==> src/rtl/echo_width_meter.sv <==
// echo_width_meter: multi-channel ultrasonic echo pulse-width meter.
// Each channel synchronises its echo pin, counts the high time in prescaled
// ticks, saturates at TIMEOUT_TICKS and reports with one-cycle strobes.
module echo_width_meter #(
    parameter int unsigned N_CH          = 3,
    parameter int unsigned WIDTH         = 16,
    parameter int unsigned PRESCALE      = 50,
    parameter int unsigned TIMEOUT_TICKS = 30000
) (
    input  logic                  clk,
    input  logic                  rst,
    input  logic [N_CH-1:0]       echo,
    output logic [N_CH-1:0]       busy,
    output logic [N_CH-1:0]       done,
    output logic [N_CH-1:0]       timeout,
    output logic [N_CH*WIDTH-1:0] period
);

    localparam int unsigned PW = (PRESCALE > 1) ? $clog2(PRESCALE) : 1;

    typedef enum logic [1:0] {
        IDLE,
        COUNT,
        WAIT_LOW
    } state_t;

    for (genvar i = 0; i < int'(N_CH); i++) begin : g_ch
        logic             sync1_q;
        logic             sync2_q;   // echo_s
        logic             echo_d_q;
        logic             rise;
        logic             fall;
        state_t           state_q;
        logic [PW-1:0]    pre_q;
        logic [PW-1:0]    pre_base;
        logic [PW-1:0]    pre_d;
        logic [WIDTH-1:0] cnt_q;
        logic [WIDTH-1:0] cnt_base;
        logic [WIDTH-1:0] cnt_d;
        logic             tick;
        logic             sat;
        logic [WIDTH-1:0] period_q;
        logic             done_q;
        logic             timeout_q;
        logic             busy_q;

        // Edge detect on the synchronised echo and next prescaler/count values.
        // The rise cycle itself is a high cycle, so counting starts from a
        // cleared base in IDLE and that cycle is accumulated immediately.
        always_comb begin
            rise     = sync2_q & ~echo_d_q;
            fall     = ~sync2_q & echo_d_q;
            pre_base = (state_q == IDLE) ? '0 : pre_q;
            cnt_base = (state_q == IDLE) ? '0 : cnt_q;
            tick     = (32'(pre_base) == PRESCALE - 1);
            pre_d    = tick ? '0 : pre_base + 1'b1;
            cnt_d    = tick ? cnt_base + 1'b1 : cnt_base;
            sat      = tick && (32'(cnt_base) == TIMEOUT_TICKS - 1);
        end

        // Synchroniser, measurement FSM and registered result outputs.
        always_ff @(posedge clk) begin
            if (rst) begin
                sync1_q   <= 1'b1;
                sync2_q   <= 1'b1;
                echo_d_q  <= 1'b1;
                state_q   <= WAIT_LOW;
                pre_q     <= '0;
                cnt_q     <= '0;
                period_q  <= '0;
                done_q    <= 1'b0;
                timeout_q <= 1'b0;
                busy_q    <= 1'b0;
            end else begin
                sync1_q   <= echo[i];
                sync2_q   <= sync1_q;
                echo_d_q  <= sync2_q;
                done_q    <= 1'b0;
                timeout_q <= 1'b0;
                case (state_q)
                    IDLE: begin
                        if (rise) begin
                            pre_q <= pre_d;
                            cnt_q <= cnt_d;
                            if (sat) begin
                                period_q  <= WIDTH'(TIMEOUT_TICKS);
                                done_q    <= 1'b1;
                                timeout_q <= 1'b1;
                                state_q   <= WAIT_LOW;
                            end else begin
                                state_q <= COUNT;
                                busy_q  <= 1'b1;
                            end
                        end
                    end
                    COUNT: begin
                        if (fall) begin
                            period_q <= cnt_q;
                            done_q   <= 1'b1;
                            state_q  <= IDLE;
                            busy_q   <= 1'b0;
                        end else if (sync2_q) begin
                            pre_q <= pre_d;
                            cnt_q <= cnt_d;
                            if (sat) begin
                                period_q  <= WIDTH'(TIMEOUT_TICKS);
                                done_q    <= 1'b1;
                                timeout_q <= 1'b1;
                                state_q   <= WAIT_LOW;
                                busy_q    <= 1'b0;
                            end
                        end
                    end
                    WAIT_LOW: begin
                        if (!sync2_q) begin
                            state_q <= IDLE;
                        end
                    end
                    default: begin
                        state_q <= WAIT_LOW;
                        busy_q  <= 1'b0;
                    end
                endcase
            end
        end

        assign period[i*WIDTH +: WIDTH] = period_q;
        assign done[i]                  = done_q;
        assign timeout[i]               = timeout_q;
        assign busy[i]                  = busy_q;
    end

endmodule

==> config.mk <==
export PLATFORM = sky130hd
export DESIGN_NAME = echo_width_meter
export DESIGN_NICKNAME = d
export VERILOG_FILES = /design/src/rtl/echo_width_meter.sv
export SDC_FILE = /design/constraint.sdc
export NUM_CORES = 1
export LEC_CHECK = 0
export BUFFER_PORTS_ARGS = -buffer_cell sky130_fd_sc_hd__buf_2
export CAP_MARGIN = 20
export CORE_MARGIN = 2
export CORE_UTILIZATION = 40
export CTS_CLUSTER_SIZE = 40
export DETAILED_ROUTE_END_ITERATION = 8
export PLACE_DENSITY_LB_ADDON = 0.08
export SLEW_MARGIN = 20
export SYNTH_ARGS = -nofsm -noshare
export SYNTH_HDL_FRONTEND = slang
export SYNTH_SLANG_ARGS = --single-unit
==> constraint.sdc <==
create_clock -name clk -period 4 [get_ports clk]
set_clock_uncertainty 0.15 [all_clocks]
set_input_delay 0 -clock clk [delete_from_list [all_inputs] [get_ports clk]]
set_output_delay 0 -clock clk [all_outputs]
set_load 0.05 [all_outputs]
==> results of run 1 <==
==> final cells by class <==
cell class              count  area (µm²)
clock buffers              21         480
clock inverters            11         166
fillers                  1604        8290
inverters                  15        56.3
multi-input cells         554        3360
flip-flops and latches    138        2760
well taps                 216         270
repair buffers             69         378
==> registers in the layout, indices dropped and copies added (netlist names) <==
signal / flops
g_ch.busy_q: 3
g_ch.cnt_q: 48
g_ch.done_q: 3
g_ch.echo_d_q: 3
g_ch.period_q: 48
g_ch.pre_q: 18
g_ch.state_q: 6
g_ch.sync1_q: 3
g_ch.sync2_q: 3
g_ch.timeout_q: 3
==> critical path: cells and delay by family, from the launching register on <==
family	cells	cell delay (ps)
flops	1	590
compound gates	3	800
simple gates	4	1570
fa+ha+maj	1	190
==> kinds of logic (layout without fill, tap and decap cells) <==
kind of cell | count (synthesis) | in the layout | share of synthesized area [%]
buf+inv | 66 | 116 | 4.45
xor+xnor | 35 | 35 | 4.78
flops | 138 | 138 | 43.1
fa+ha+maj | 9 | 9 | 1.76
mux | 1 | 1 | 0.176
simple gates | 347 | 347 | 27.3
compound gates | 162 | 162 | 18.5
==> cell usage in the layout (no fill, tap or decap), types with 5 or more instances in the layout <==
cell | Yosys | routed
nor2_1 | 86 | 86
nand2_1 | 80 | 80
dfxtp_1 | 138 | 138
nor4_1 | 13 | 13
or2_2 | 13 | 13
buf_2 | 3 | 60
nand4_1 | 21 | 21
o221a_2 | 14 | 14
clkbuf_16 | 0 | 17
nand3_1 | 36 | 36
and3_1 | 7 | 7
a21oi_1 | 39 | 39
inv_1 | 15 | 15
o21ai_0 | 30 | 30
nor3_1 | 28 | 27
a31oi_1 | 6 | 6
o211ai_1 | 9 | 9
xnor2_1 | 14 | 14
a22oi_1 | 9 | 9
or3_1 | 5 | 5
buf_4 | 9 | 5
and2_1 | 18 | 18
a311oi_1 | 7 | 7
a22o_1 | 18 | 18
nor2b_1 | 6 | 6
ha_1 | 9 | 9
xor2_1 | 21 | 21
==> metal layers <==
layer	global-route usage, %	wire length (µm)
met1	28.3	8370
met2	30.9	7340
met3	3.83	541
met4	6.13	184
met5	0	0
==> how the worst max path moves through the flow <==
stage | depth (start not counted) | end | slack [ps] | startpoint
6_report | 8 | g_ch[0].period_q[14] | 640 | g_ch[0].state_q[1]
3_5_place_dp | 8 | g_ch[0].period_q[14] | 690 | g_ch[0].state_q[1]
2_1_floorplan | 11 | g_ch[2].period_q[0] | 990 | g_ch[2].state_q[1]
4_1_cts | 8 | g_ch[0].period_q[14] | 670 | g_ch[0].state_q[1]
5_1_grt | 8 | g_ch[0].period_q[5] | 420 | g_ch[0].state_q[1]
3_3_place_gp | 8 | g_ch[0].period_q[14] | 810 | g_ch[0].state_q[1]
==> power breakdown <==
| part | internal (mW) | switching [mW] |
|---|---|---|
| sequential | 1.39 | 0.0177 |
| combinational | 0.0336 | 0.0878 |
| clock | 1.11 | 0.588 |
==> repair_timing <==
action,CTS,global route
setup buffers,0,0
endpoints found under the setup margin,0,0
hold buffers,4,0
endpoints found under the hold margin,31,0
==> results.md, run 1 <==
- Final setup TNS: 0 ps
- Synth Cell Area: 0.00641 mm²
- RePlAce Congestion: 0.858
- Total global-route track usage: 20.0%
- Worst path cell trace: or2_2, and2_1, ha_1, o2111a_1, or3b_1, or3_1, a21oi_4, o221a_2
- Vias in the first global route: 5,311
- Worst Hold Path Cells: 3
- Final WL: 16.4 mm
- Pins Over Slew Limit: 0
- Hpwl dp: 11.2 mm
- Crit path required time: 4200 ps
- Fin nets: 809
- R2r worst-path depth: 8
- Clock buffer depth: 2
- CP endpoint kind: register
- Post-route cell area: 0.00748 mm²
- Synthesized net count: 772
- # DRC: 0
- N_diodes: 0
- Async set-reset flop share out of synthesis: 0%
- Post-DRT Antenna Nets: 0
- I/O pin cnt: 62
- CTS buffer count: 17
- Synth Instances: 758
- 1st-pass router iterations: 6
- Max VDD drop: 0.000279 V
- Most common cell in the netlist: dfxtp_1
- Die width: about 130 µm
- R2R Setup Slk: 640 ps
- Core Box Area: 0.0158 mm²
- Layout Utilization: between 40% and 50%
- Hold crit path type: in2reg
- Share of layout cells above drive strength 1: 16.6%
- Final Instance Count excl. Fillers: 1,024
- RSZ-0062 raised after global routing: no
- Pin count of the biggest net entering global routing: 64
- Avg WL per Cell: 16.1 µm
- Post-synth top cells: 138 x dfxtp_1, 86 x nor2_1, 80 x nand2_1
- FF+latch count, synth: 138
- CTS tree: done
- Tcrit/Tclk final: a little over four fifths
- Hold_sp: echo[0]
- Initial core utilization: 40.6%
- PortBufs: 61
- Worst-path clk slew: 60 ps
- Skew-Pair Late Insertion Delay: 410 ps
- Synth area leaders: dfxtp_1 43%, nor2_1 5.0%, nand2_1 4.7%, a21oi_1 3.0%, xor2_1 2.9%
- Dpl ws: 691 ps
- Resize count post-CTS: 0
- Final setup viols: 0
- Layout area overhead: 16.7%
- Final Hold Viols: 0
- Vias: 5,660
- Slowest CP cell: or3_1
- Final min period: 3360 ps
- PwrDens: ~430 mW/mm²
- Power, Total: between 3 and 4 mW
- Max-cap viol count: 0
- Largest area contributor in the netlist: dfxtp_1
- Site row count: 46
- Post-synth cell types: 62
- Main synth FF type: dfxtp_1
- Synth top area share: 43.1%
- DP Area: just under 0.007 mm²
- Worst-path fanout max: 14
- DIE HEIGHT: 131 µm
- Post-synth EDFFs: 0
- Reg2reg start: g_ch[0].state_q[1]
- Ys Warns: 0
- Max Freq: between 200 and 300 MHz
- Slew @ Worst Pin: between 900 and 1000 ps
- Arr. time, crit path: 3560 ps
- Avg Synthesized Cell Area: 8.45 µm²
- Worst path max stage delay: 630 ps
- Clock root buffer: clkbuf_16
- Slew margin rel.: 33.4%
- Crit start category: register
- GRT Residual Overflow: 0
- Hold Crit Endpoint: g_ch[0].sync1_q
- Leakage: 2.80 nW
- Status: finished clean
- PnR worst setup slack: 642 ps
- H-tree depth: 4
- Post-synthesis sequential area ratio: 43.1%
- First-pass GRT wire length: 27.1 mm
- CTS sink cnt: 138
- Reg-to-Reg End: g_ch[0].period_q[14]
- Inst Count DP: 988
- Vias per cell: 5.53
- WS Path Type: reg2reg
- Initial antenna violation count: 0
- Starting DRT DRC Count: about 430
- Post-Route Hold Slack: around 160 ps
- Die ar.: 0.0170 mm²
No activity file was read; power rests on OpenSTA's default activity.
==> inputs of run 2 (changes only) <==
--- a/config.mk
+++ b/config.mk
@@ -5,6 +5,7 @@
 export SDC_FILE = /design/constraint.sdc
 export NUM_CORES = 1
 export LEC_CHECK = 0
+export ABC_AREA = 1
 export BUFFER_PORTS_ARGS = -buffer_cell sky130_fd_sc_hd__buf_2
 export CAP_MARGIN = 20
 export CORE_MARGIN = 2
==> constraint.sdc (replaced) <==
create_clock -name clk -period 2.95 [get_ports clk]
set_clock_uncertainty 0.15 [all_clocks]
set_input_delay 0 -clock clk [delete_from_list [all_inputs] [get_ports clk]]
set_output_delay 0 -clock clk [all_outputs]
set_load 0.05 [all_outputs]
==> run 2 against run 1 <==
  * Combinational power grew to 3.0 times the previous value
  * Via count is 10% higher
  * Sequential share of layout area is 3.0 points lower
  * Critical path type unchanged
  * Clock-buffer cell count stayed put
==> results.md, run 2 <==
- Status: finished clean (unchanged)
- Ys Warns: 0 (unchanged)
- Slew @ Worst Pin: 779 ps (was 997 ps)
- Initial antenna violation count: 0 (unchanged)
- Clock root buffer: clkbuf_16 (unchanged)
- First-pass GRT wire length: 28.5 mm (was 27.1 mm)
- CTS buffer count: 17 (unchanged)
- Vias in the first global route: 5,788 (was 5,311)
- Synth top area share: 39.7% (was 43.1%)
- N_diodes: 0 (unchanged)
- Crit start category: register (unchanged)
- Site row count: 48 (was 46)
- Buffers & Inverters on Critical Path: 2 (was 0)
- Leakage: 3.19 nW (was 2.80 nW)
- RSZ-0062 raised after global routing: no (unchanged)
- Post-synth EDFFs: 0 (unchanged)
- Total global-route track usage: 19.5% (was 20.0%)
- Max-cap viol count: 0 (unchanged)
- Hpwl dp: 12.0 mm (was 11.2 mm)
- Max VDD drop: 0.000423 V (was 0.000279 V)
- Postcts setup bufs: 0 (unchanged)
- Worst path max stage delay: 390 ps (was 630 ps)
- Fin nets: 1,050 (was 809)
- Synth Instances: 982 (was 758)
- Post-DRT Antenna Nets: 0 (unchanged)
- Inst Count DP: 1,238 (was 988)
- Post-synthesis sequential area ratio: 39.7% (was 43.1%)
- Largest area contributor in the netlist: dfxtp_1 (unchanged)
- Slowest CP cell: nor2_1 (was or3_1)
- Clock buffer depth: 2 (unchanged)
- Commonest cells after routing, fill and taps aside: 138 x dfxtp_1, 135 x nand2_1, 134 x inv_1 (was 138 x dfxtp_1, 86 x nor2_1, 80 x nand2_1)
- Dpl ws: 480 ps (was 691 ps)
- Crit path required time: 3110 ps (was 4200 ps)
- Avg Synthesized Cell Area: 7.09 µm² (was 8.45 µm²)
- Final WL: 17.2 mm (was 16.4 mm)
- Layout fillers: 1,809 (was 1,604)
- Pins Over Slew Limit: 0 (unchanged)
- Vias: 6,254 (was 5,660)
- # DRC: 0 (unchanged)
- Skew-Pair Late Insertion Delay: 430 ps (was 410 ps)
- Synthesized net count: 996 (was 772)
- Power, Total: 4.78 mW (was 3.22 mW)
- Post-synth cell types: 45 (was 62)
- Final Instance Count excl. Fillers: 1,274 (was 1,024)
- Initial core utilization: 40.5% (was 40.6%)
- Core Box Area: 0.0172 mm² (was 0.0158 mm²)
- Post-synth top cells: 138 x dfxtp_1, 135 x nand2_1, 134 x inv_1 (was 138 x dfxtp_1, 86 x nor2_1, 80 x nand2_1)
- Worst-path fanout max: 17 (was 14)
- H-tree depth: 4 (unchanged)
- Worst-path clk slew: 60 ps (about the same)
- Layout area overhead: 17.0% (was 16.7%)
- Starting DRT DRC Count: 395 (was 427)
- Most common cell type on the critical path: nor2_1
- CTS sink cnt: 138 (unchanged)
- Main synth FF type: dfxtp_1 (unchanged)
- Multi-input gate area: 0.00342 mm² (was 0.00336 mm²)
- Avg WL per Cell: 13.5 µm (was 16.1 µm)
- Max Freq: 394 MHz (was 298 MHz)
- CTS tree: done (unchanged)
- Slew margin rel.: 48.0% (was 33.4%)
- WS Path Type: reg2reg (unchanged)
- RePlAce Congestion: 0.812 (was 0.858)
- Vias per cell: 4.91 (was 5.53)
- 1st-pass router iterations: 5 (was 6)
- Hold crit path type: in2reg (unchanged)
- Synth Cell Area: 0.00696 mm² (was 0.00641 mm²)
- Synth area leaders: dfxtp_1 40%, nand2_1 7.3%, inv_1 7.2%, nor2_1 7.2%, nand3_1 5.9% (was dfxtp_1 43%, nor2_1 5.0%, nand2_1 4.7%, a21oi_1 3.0%, xor2_1 2.9%)
- Most common cell in the netlist: dfxtp_1 (unchanged)
- Final Hold Viols: 0 (unchanged)
- Share of layout cells above drive strength 1: 16.6% (about the same)
- Cell family with most CP delay: simple AND/OR/NAND/NOR gates (unchanged)
- PortBufs: 61 (unchanged)
- PnR worst setup slack: 414 ps (was 642 ps)
- Arr. time, crit path: 2690 ps (was 3560 ps)
- Async set-reset flop share out of synthesis: 0% (unchanged)
- Worst path cell trace: nor2_1, nor2_1, inv_1, ha_1, inv_1, nor2_1, nand3_1, nor2_1, nand3_1, nand2_1, nand2_2, nand3_1, o21ai_0 (was or2_2, and2_1, ha_1, o2111a_1, or3b_1, or3_1, a21oi_4, o221a_2)
- Die width: 136 µm (was 131 µm)
- Commonest non-fill, non-tap cell in the layout: dfxtp_1 (unchanged)
- PwrDens: 588 mW/mm² (was 431 mW/mm²)
- I/O pin cnt: 62 (unchanged)
- Layout Utilization: 47.4% (about the same)
- Largest registers in the final layout: g_ch.cnt_q (48), g_ch.period_q (48), g_ch.pre_q (18) (unchanged)
- Reg area: 0.00276 mm² (unchanged)
- Die ar.: 0.0185 mm² (was 0.0170 mm²)
- Final setup viols: 0 (unchanged)
- Final setup TNS: 0 ps (unchanged)
- CP endpoint kind: register (unchanged)
- Tcrit/Tclk final: 86.0% (was 84.0%)
- Pin count of the biggest net entering global routing: 69 (was 64)
- Final min period: 2540 ps (was 3360 ps)
- GRT Residual Overflow: 0 (unchanged)
- FF+latch count, synth: 138 (unchanged)
- DIE HEIGHT: 136 µm (was 131 µm)
-- run 2: repair_timing --
item | in CTS | in global routing
endpoints found under the hold margin | 17 | 0
hold buffers | 4 | 0
gates resized for setup | 0 | 0
-- run 2: logic make-up after synthesis --
| kind of cell | synth area share, % |
|---|---|
| XOR/XNOR | 1.76 |
| buffers and inverters | 11.2 |
| adder cells (fa/ha/maj) | 1.62 |
| AND/OR/NAND/NOR | 32.2 |
| flip-flops | 39.7 |
| AO/OA/AOI/OAI | 13.5 |
-- run 2: layout make-up --
| type | count | share of cell area, % |
|---|---|---|
| Clock inverter | 11 | 2.63 |
| Clock buffer | 21 | 5.90 |
| Sequential cell | 138 | 33.9 |
| Tap cell | 225 | 3.46 |
| Timing Repair Buffer | 78 | 5.59 |
| Multi-Input combinational cell | 660 | 42.0 |
| Inverter | 141 | 6.50 |
-- run 2: path summary, 6_finish.rpt --
path,from,end,slack [ps],cells after the start
worst max-delay path,g_ch[0].state_q[0],g_ch[0].period_q[3],410,13
worst min-delay path,echo[0],g_ch[0].sync1_q,140,3
worst max register to register,g_ch[0].state_q[0],g_ch[0].period_q[3],410,13
worst min register to register,g_ch[0].sync1_q,g_ch[0].sync2_q,260,1
-- run 2: report_power, final --
| part | internal, mW | leakage (nW) | switching (mW) |
|---|---|---|---|
| Clock | 1.67 | 0.335 | 0.828 |
| Combinational | 0.106 | 1.74 | 0.261 |
| Sequential | 1.89 | 1.11 | 0.0232 |
| Total | 3.67 | 3.19 | 1.11 |
-- run 2: metal layers --
metal | GRT usage (%) | vias to the layer above | part of all wire (%)
li1 | - | 3295 | -
met1 | 25.9 | 2824 | 50
met2 | 31.3 | 113 | 45
met3 | 3.47 | 22 | 3.5
met4 | 7.93 | 0 | 1.5
met5 | 0 | - | 0
-- run 2: worst reg2reg max path, cell delays in order (launching register included) --
cell     delay [ps]
dfxtp_1         340
nor2_1          390
nor2_1          120
inv_1           100
ha_1            180
inv_1            50
nor2_1           90
nand3_1          70
nor2_1          210
nand3_1         160
nand2_1         100
nand2_2         240
nand3_1         150
o21ai_0          80
-- run 2: through the flow --
step / hold WS, ps / area (µm²)
after floorplan: -46.2 / 6960
after global placement: 34.8 / 7410
after detailed placement: 38.0 / 7410
after CTS: 125 / 8140
after global routing: 160 / 8140
final: 142 / 8140
==> inputs of run 3 (changes only) <==
--- a/config.mk
+++ b/config.mk
@@ -5,10 +5,8 @@
 export SDC_FILE = /design/constraint.sdc
 export NUM_CORES = 1
 export LEC_CHECK = 0
-export ABC_AREA = 1
 export BUFFER_PORTS_ARGS = -buffer_cell sky130_fd_sc_hd__buf_2
 export CAP_MARGIN = 20
-export CORE_MARGIN = 2
 export CORE_UTILIZATION = 40
 export CTS_CLUSTER_SIZE = 40
 export DETAILED_ROUTE_END_ITERATION = 8
==> run 3 against run 2 <==
  * Combinational power fell by 51%
  * Wire length fell by 5.5%
  * Clock-buffer cell count rose by 4
  * Flip-flop and latch count did not move
  * Highest routed layer unchanged
  * Die area fell by 11%
==> results.md, run 3 (same netlist as run 1, synthesis figures left out) <==
- Final setup viols: 0 (unchanged)
- Dpl ws: 241 ps (was 480 ps)
- Commonest non-fill, non-tap cell in the layout: dfxtp_1 (unchanged)
- Avg WL per Cell: 15.7 µm (was 13.5 µm)
- GRT Residual Overflow: 0 (unchanged)
- PnR worst setup slack: 209 ps (was 414 ps)
- R2R Setup Slk: 210 ps (was 410 ps)
- Pins Over Slew Limit: 0 (unchanged)
- PwrDens: 523 mW/mm² (was 588 mW/mm²)
- Starting DRT DRC Count: 358 (was 395)
- Fin nets: 830 (was 1,050)
- DIE HEIGHT: 129 µm (was 136 µm)
- Die ar.: 0.0165 mm² (was 0.0185 mm²)
- CP endpoint kind: register (unchanged)
- Status: finished clean (unchanged)
- Total global-route track usage: 21.1% (was 19.5%)
- Clock root buffer: clkbuf_16 (unchanged)
- Hold crit path type: in2reg (unchanged)
- Crit path required time: 3080 ps (was 3110 ps)
- Commonest cells after routing, fill and taps aside: 138 x dfxtp_1, 86 x nor2_1, 80 x nand2_1 (was 138 x dfxtp_1, 135 x nand2_1, 134 x inv_1)
- Crit start category: register (unchanged)
- Slew @ Worst Pin: 865 ps (was 779 ps)
- Arr. time, crit path: 2870 ps (was 2690 ps)
- Final min period: 2740 ps (was 2540 ps)
- H-tree depth: 4 (unchanged)
- Tcrit/Tclk final: 92.9% (was 86.0%)
- WS Path Type: reg2reg (unchanged)
- Initial antenna violation count: 0 (unchanged)
- Core Box Area: 0.0154 mm² (was 0.0172 mm²)
- Vias in the first global route: 5,486 (was 5,788)
- Leakage: 2.84 nW (was 3.19 nW)
- Final WL: 16.3 mm (was 17.2 mm)
- 1st-pass router iterations: 5 (unchanged)
- R2r worst-path depth: 9 (was 13)
- Worst-path fanout max: 13 (was 17)
- CTS tree: done (unchanged)
- # DRC: 0 (unchanged)
- Reg2reg start: g_ch[0].state_q[1] (was g_ch[0].state_q[0])
- Hold Crit Endpoint: g_ch[1].sync1_q (was g_ch[0].sync1_q)
- I/O pin cnt: 62 (unchanged)
- Vias per cell: 5.55 (was 4.91)
- Layout Utilization: 48.5% (was 47.4%)
- Largest registers in the final layout: g_ch.cnt_q (48), g_ch.period_q (48), g_ch.pre_q (18) (unchanged)
- Final Hold Viols: 0 (unchanged)
- RePlAce Congestion: 0.876 (was 0.812)
- Die width: 129 µm (was 136 µm)
- Hpwl dp: 11.3 mm (was 12.0 mm)
- CTS sink cnt: 138 (unchanged)
- Site row count: 45 (was 48)
- PortBufs: 61 (unchanged)
- Post-DRT Antenna Nets: 0 (unchanged)
- CTS buffer count: 17 (unchanged)
- RSZ-0062 raised after global routing: no (unchanged)
- Skew-Pair Late Insertion Delay: 410 ps (was 430 ps)
- Vias: 5,752 (was 6,254)
- Layout area overhead: 16.8% (was 17.0%)
- Worst Hold Path Cells: 3 (unchanged)
- Layout fillers: 1,539 (was 1,809)
- Initial core utilization: 41.5% (was 40.5%)
- Hold_sp: echo[1] (was echo[0])
- Max Freq: 365 MHz (was 394 MHz)
- Final setup TNS: 0 ps (unchanged)
- Slew margin rel.: 42.3% (was 48.0%)
- N_diodes: 0 (unchanged)
- Share of layout cells above drive strength 1: 17.6% (was 16.6%)
- Max VDD drop: 0.000418 V (was 0.000423 V)
- Pin count of the biggest net entering global routing: 42 (was 69)
- Clock buffer depth: 2 (unchanged)
- Power, Total: 3.92 mW (was 4.78 mW)
- Worst-path clk slew: 50 ps (was 60 ps)
- Reg-to-Reg End: g_ch[0].state_q[0] (was g_ch[0].period_q[3])
- Max-cap viol count: 0 (unchanged)
- First-pass GRT wire length: 27.9 mm (was 28.5 mm)
run 3: metal layers:
layer  vias to the layer above  GRT usage (%)  routed length (µm)
li1                       2837              -                   -
met1                      2759           28.4                7980
met2                       142           33.7                7500
met3                        14           4.91                 640
met4                         0           6.02                 160
met5                         -              0                   0
run 3: worst max path at each step:
stage | depth (start not counted) | start | slack, ps | end
after CTS | 9 | g_ch[0].state_q[1] | 220 | g_ch[0].state_q[0]
after global placement | 9 | g_ch[2].state_q[1] | 270 | g_ch[2].period_q[12]
after detailed placement | 9 | g_ch[0].state_q[1] | 240 | g_ch[0].state_q[0]
final | 9 | g_ch[0].state_q[1] | 210 | g_ch[0].state_q[0]
after global routing | 9 | g_ch[0].state_q[0] | 40 | g_ch[0].state_q[0]
after floorplan | 11 | g_ch[2].state_q[1] | 1 | g_ch[2].period_q[0]
run 3: through the flow:
step / area, µm² / hold slack, ps / cells
6_report: 7480 / 155 / 1036
5_1_grt: 7480 / 146 / 1036
4_1_cts: 7480 / 137 / 1036
3_5_place_dp: 6940 / 38.7 / 1004
3_3_place_gp: 6940 / 37.5 / 1004
2_1_floorplan: 6410 / -46.2 / 758
run 3: cell type report:
cell class | instances | area [µm²] | area share [%]
Clock buffer | 25 | 485 | 6.49
Clock inverter | 3 | 17.5 | 0.234
Inverter | 15 | 56.3 | 0.753
Multi-Input combinational cell | 554 | 3360 | 44.9
Sequential cell | 138 | 2760 | 36.9
Tap cell | 211 | 264 | 3.53
Timing Repair Buffer | 90 | 536 | 7.16
run 3: critical path, stage by stage, from the launching register on:
cell,delay [ps]
dfxtp_1,320
or2_2,210
and2_1,160
ha_1,190
o2111a_1,220
or3b_1,440
or3_1,430
buf_4,210
a31oi_1,200
nor3_1,60
run 3: report_power, final:
group	internal, mW	switching (mW)
sequential	1.89	0.0185
combinational	0.0511	0.127
clock	1.12	0.716
run 3: what timing repair did:
action / in CTS / in global routing
buffers inserted: 0 / 0
hold buffers: 4 / 0
endpoints found under the hold margin: 34 / 0
resized for setup: 0 / 0
